<file path="src/rtl/pipe_hazard_ctrl.sv">
// Hazard/forwarding controller: scoreboard of in-flight writers, stall/bubble/flush and forward selects.
// Latency: all control outputs are combinational (zero cycles); scoreboard advances one slot per clock.
// Backpressure: stall holds PC and IF/ID; ex_redirect overrides stall and squashes the decode instruction.
//
// Ports:
//   clk, reset (async, active-low)
//   id_*        : decode-stage instruction (sources, destination, load flag, valid)
//   ex_redirect : slot-1 instruction redirects the PC
//   stall, bubble, flush_ifid : pipeline control
//   fwd_rs_sel, fwd_rt_sel    : 0 = register file, k = result held in scoreboard slot k
//   stall_count, flush_count  : saturating event counters
module pipe_hazard_ctrl #(
  parameter int REG_AW      = 6,
  parameter int DEPTH       = 2,
  parameter int LOAD_LAT    = 1,
  parameter int ZERO_REG_EN = 1,
  parameter int CNT_W       = 16,
  parameter int SEL_W       = $clog2(DEPTH + 1)
) (
  input  logic              clk,
  input  logic              reset,
  input  logic              id_valid,
  input  logic [REG_AW-1:0] id_rs,
  input  logic [REG_AW-1:0] id_rt,
  input  logic              id_rs_used,
  input  logic              id_rt_used,
  input  logic              id_wr_en,
  input  logic [REG_AW-1:0] id_rd,
  input  logic              id_is_load,
  input  logic              ex_redirect,
  output logic              stall,
  output logic              bubble,
  output logic              flush_ifid,
  output logic [SEL_W-1:0]  fwd_rs_sel,
  output logic [SEL_W-1:0]  fwd_rt_sel,
  output logic [CNT_W-1:0]  stall_count,
  output logic [CNT_W-1:0]  flush_count
);

  // Slot k describes the instruction k stages past decode (1 = EX, DEPTH = WB).
  logic [DEPTH:1]    slot_vld;
  logic [DEPTH:1]    slot_wr;
  logic [DEPTH:1]    slot_ld;
  logic [REG_AW-1:0] slot_rd [1:DEPTH];
  logic [DEPTH:1]    slot_rdy;

  logic rs_live, rt_live;
  logic rs_haz, rt_haz;

  // A load result only becomes forwardable once it has travelled LOAD_LAT stages past EX.
  always_comb begin
    slot_rdy = '0;
    for (int k = 1; k <= DEPTH; k++) begin
      slot_rdy[k] = !slot_ld[k] || (k >= 1 + LOAD_LAT);
    end
  end

  // Register 0 is hard-wired, so reading it never depends on an in-flight writer.
  assign rs_live = id_rs_used && !((ZERO_REG_EN != 0) && (id_rs == '0));
  assign rt_live = id_rt_used && !((ZERO_REG_EN != 0) && (id_rt == '0));

  // Scan oldest to youngest so the youngest matching slot is the one left standing.
  always_comb begin
    fwd_rs_sel = '0;
    fwd_rt_sel = '0;
    rs_haz     = 1'b0;
    rt_haz     = 1'b0;
    for (int k = DEPTH; k >= 1; k--) begin
      if (rs_live && slot_vld[k] && slot_wr[k] && (slot_rd[k] == id_rs)) begin
        fwd_rs_sel = slot_rdy[k] ? SEL_W'(k) : '0;
        rs_haz     = !slot_rdy[k];
      end
      if (rt_live && slot_vld[k] && slot_wr[k] && (slot_rd[k] == id_rt)) begin
        fwd_rt_sel = slot_rdy[k] ? SEL_W'(k) : '0;
        rt_haz     = !slot_rdy[k];
      end
    end
  end

  // Redirect gating by reset keeps every control output quiet while reset is held,
  // since ex_redirect is a raw input.
  assign flush_ifid = reset && ex_redirect;
  assign stall      = reset && id_valid && (rs_haz || rt_haz) && !ex_redirect;
  assign bubble     = stall || flush_ifid;

  always_ff @(posedge clk or negedge reset) begin
    if (!reset) begin
      slot_vld <= '0;
      slot_wr  <= '0;
      slot_ld  <= '0;
      for (int k = 1; k <= DEPTH; k++) begin
        slot_rd[k] <= '0;
      end
    end else begin
      for (int k = DEPTH; k >= 2; k--) begin
        slot_vld[k] <= slot_vld[k-1];
        slot_wr[k]  <= slot_wr[k-1];
        slot_ld[k]  <= slot_ld[k-1];
        slot_rd[k]  <= slot_rd[k-1];
      end
      // A stalled or squashed decode instruction leaves a hole behind it.
      slot_vld[1] <= id_valid && !bubble;
      slot_wr[1]  <= id_wr_en;
      slot_ld[1]  <= id_is_load;
      slot_rd[1]  <= id_rd;
    end
  end

  always_ff @(posedge clk or negedge reset) begin
    if (!reset) begin
      stall_count <= '0;
      flush_count <= '0;
    end else begin
      if (stall && (stall_count != {CNT_W{1'b1}})) begin
        stall_count <= stall_count + 1'b1;
      end
      if (flush_ifid && (flush_count != {CNT_W{1'b1}})) begin
        flush_count <= flush_count + 1'b1;
      end
    end
  end

endmodule

</file>
<file path="config.mk">
export PLATFORM = sky130hd
export DESIGN_NAME = pipe_hazard_ctrl
export DESIGN_NICKNAME = d
export VERILOG_FILES = /design/src/rtl/pipe_hazard_ctrl.sv
export SDC_FILE = /design/constraint.sdc
export NUM_CORES = 1
export LEC_CHECK = 0
export BUFFER_PORTS_ARGS = -buffer_cell sky130_fd_sc_hd__buf_2
export CAP_MARGIN = 20
export CORE_UTILIZATION = 40
export DETAILED_ROUTE_END_ITERATION = 7
export GPL_TIMING_DRIVEN = 0
export PLACE_DENSITY = 0.66
export REMOVE_ABC_BUFFERS = 1
export SYNTH_ARGS = -nofsm -noshare
export SYNTH_HDL_FRONTEND = slang
export SYNTH_SLANG_ARGS = --single-unit
</file>
<file path="constraint.sdc">
create_clock -name clk -period 2 [get_ports clk]
set_input_delay 0 -clock clk [delete_from_list [all_inputs] [get_ports clk]]
set_output_delay 0 -clock clk [all_outputs]
set_load 0.01 [all_outputs]
</file>
==> out/qor.yml <==
run_status:
  status: "complete, but fails checks"
  violations: "negative setup slack"
clock_network:
  clk_pin_slew_worst_paths_ns: 0.09
  cts-buffers-inserted: 5
  cts_buffer_depth: 2
  cts_sinks: 49
  cts-root-buf: "clkbuf_8"
  cts_tree: "built"
  insertion_delay_ns: 0.30
  htreeDepth: 2
global_route:
  grt_pass1_wl_mm: 8.99
  grt_overflow: 0
  grt_usage_pct: 18.6
  grt_max_degree: 39
  grt_pass1_vias: 1858
  antenna_found_initial: 0
critical_path:
  cp_max_fo: 7
  reg2reg_slack_ns: -0.15
  regToRegEndpoint: "stall_count[4]"
  r2r-start: "slot_rd[9]"
  critPathMaxStageDelay_ns: 0.44
  cp-start-kind: "flop"
  crit_top_cell: "xor2_1"
  crit_chain: "xor2_1 > nor4_2 > nand4_1 > buf_4 > o32a_4 > buf_6 > nor3_2 > xor2_1"
  cp-end-kind: "flop"
  crit_start: "slot_rd[9]"
  ff2ff_path_depth: 8
  worstPathRequired_ns: 2.23
  critPathKind: "flop to flop"
  arrival_ns: 2.38
  critPathSlowestCell: "o32a_4"
pwr:
  p_leak_nw: 1.59
  seq_power_share_pct: 52.2
  vdd_drop_max_mv: 0.531
  clkPwrFrac_pct: 33.5
  p_sw_mw: 0.576
  combPwrFrac_pct: 14.4
  intPower_mw: 1.63
  switching_share_pct: 26.1
  p_total_mw: 2.20
  cellPowerDensity_nw_per_um2: 655
drt:
  num_vias: 1932
  wl_mm: 5.56
  first_pass_iters: 4
  wire_per_inst_um: 14.6
  viasPerCell: 5.08
  drc: 0
  antenna_left: 0
  first_iter_violations: 57
synth:
  async_flop_share_pct: 100
  yosysSeqAreaShare_pct: 50.7
  synth_common_cells: "49 x dfrtp_1, 30 x xor2_1, 23 x nand2_1"
  yosysTopAreaCell: "dfrtp_1"
  yosys-top-cells-area: "dfrtp_1 51%, xor2_1 11%, xnor2_1 6.9%"
  syn_inst: 208
  synth_most_common_cell: "dfrtp_1"
  synth_edf_count: 0
  avgSynthCellArea_um2: 11.6
  yosysWarnings: 0
  synthDistinctLibCells: 40
  ys_ff_latch: 49
  synth_area_um2: 2420
  synthFlopType: "dfrtp_1"
  netlist.area_leader.share_pct: 50.7
timing:
  fin_ws_ns: -0.147
  fmax_mhz: 466
  finalCritPeriodShare_pct: 107
  holdWs_ns: 0.135
  maxSlewHeadroom_pct: 51.7
  hold_viol_final: 0
  period_needed_ns: 2.15
  timing.setup.tns_ns: -1.09
  worst_pin_slew_ns: 0.719
  clock_skew_ns: 0.00964
  rsz0062_at_grt: "yes"
  slew_viol_final: 0
  setup_viol: 15
placed_design:
  port_buffers: 64
  dp_hpwl_mm: 3.60
  routabilityCongestion: 0.868
job:
  cap_violations: 0
die:
  initial_utilization_pct: 42.6
  die_w_um: 79.8
  core-area_um2: 5680
  io_pins: 65
  rows: 27
  dieArea_um2: 6360
  die_h_um: 79.8
cells_and_area:
  antenna_cells: 0
  fin_nets: 335
  syn2layout_area_growth_pct: 39.1
  drive_gt1_share_pct: 39.6
min_path:
  hp-class: "input pin to async pin"
[worst max-delay path, delay by kind of cell (launching register included)]
family          cells  cell delay [ns]
compound gates      1             0.44
buf+inv             2             0.34
simple gates        3             0.56
xor+xnor            2             0.32
flops               1             0.43
[final cells by class]
type	instances	area (um2)
Inverter	4	17.5
Clock inverter	2	37.5
Tap cell	72	90.1
Fill cell	470	2310
Timing Repair Buffer	95	641
Multi-Input combinational cell	152	1270
Clock buffer	6	82.6
Sequential cell	49	1230
[power by group through the flow]
stage	Combinational, mW	Sequential, mW	Clock, mW
floorplan	0.125	1.18	0
global placement	0.277	1.17	0
detailed placement	0.283	1.17	0
CTS	0.316	1.15	0.761
global route	0.353	1.17	0.788
finish	0.316	1.15	0.737
[layer usage]
metal | part of all wire (%) | vias to the layer above | global-route usage, %
met5 | 0 | - | 0
met4 | 1.9 | 0 | 6.43
met3 | 4.0 | 10 | 4.00
met2 | 48 | 43 | 29.0
met1 | 46 | 942 | 25.5
li1 | - | 937 | -
[how the worst max path moves through the flow]
| stage | end | slack [ns] | cells past startpoint |
|---|---|---|---|
| 3_5_place_dp | stall_count[1] | -0.60 | 6 |
| 4_1_cts | stall_count[6] | -0.08 | 7 |
| 6_report | stall_count[4] | -0.15 | 8 |
| 2_1_floorplan | stall_count[1] | -0.28 | 5 |
| 5_1_grt | stall_count[2] | -0.28 | 8 |
| 3_3_place_gp | stall_count[1] | -0.59 | 6 |
[through the flow]
step | instance area (um2) | utilization, % | worst slack (ns) | instances
after floorplan | 2380 | - | -0.284 | 204
after global placement | 2790 | 49.2 | -0.593 | 340
after detailed placement | 2810 | 49.5 | -0.599 | 341
after CTS | 3280 | 57.7 | -0.0850 | 377
after global routing | 3360 | 59.3 | -0.278 | 380
final | 3360 | 59.3 | -0.147 | 380
[cell usage in the layout, fill, tap and decap left out, types with 2 or more instances in the layout]
cell | netlist | layout
xnor2_1 | 19 | 19
buf_4 | 1 | 12
and4_1 | 4 | 4
nand2_2 | 0 | 2
nand3_1 | 13 | 13
and3_1 | 2 | 2
o32a_4 | 0 | 2
nand4_1 | 8 | 8
a31oi_1 | 4 | 4
dfrtp_1 | 49 | 48
xor2_1 | 30 | 30
dlygate4sd3_1 | 0 | 11
nor4_4 | 2 | 5
ha_1 | 2 | 2
nand2_1 | 23 | 21
buf_6 | 1 | 8
a41oi_1 | 2 | 2
buf_2 | 0 | 62
clkbuf_8 | 0 | 6
nor3_2 | 6 | 3
mux2_4 | 1 | 2
nor3_1 | 3 | 2
nor4_1 | 6 | 5
nor4_2 | 4 | 2
nor2_1 | 5 | 3
buf_12 | 0 | 2
nor3_4 | 0 | 4
nor2_2 | 1 | 2
inv_1 | 3 | 3
or4_1 | 2 | 2
[sequential cells by signal (all words and copies together) (netlist names)]
name	cells
flush_count	16
slot_wr	2
slot_rd	12
slot_ld	1
stall_count	16
slot_vld	2
[repair_timing]
item                       4_1_cts  5_1_grt
gates resized for setup         17       13
setup endpoints to repair       19       26
setup buffers                   15        3
hold buffers                    12        0
pin swaps                       23       14
gates cloned                     1        0
hold endpoints to repair        58        0
[logic make-up after synthesis]
logic type | Yosys count | share of synthesized area, %
flops | 49 | 50.7
compound gates | 12 | 3.72
simple gates | 86 | 23.5
fa+ha+maj | 2 | 1.03
xor+xnor | 49 | 17.7
buf+inv | 8 | 2.17
mux | 2 | 1.09
No activity file was read; power rests on OpenSTA's default activity.
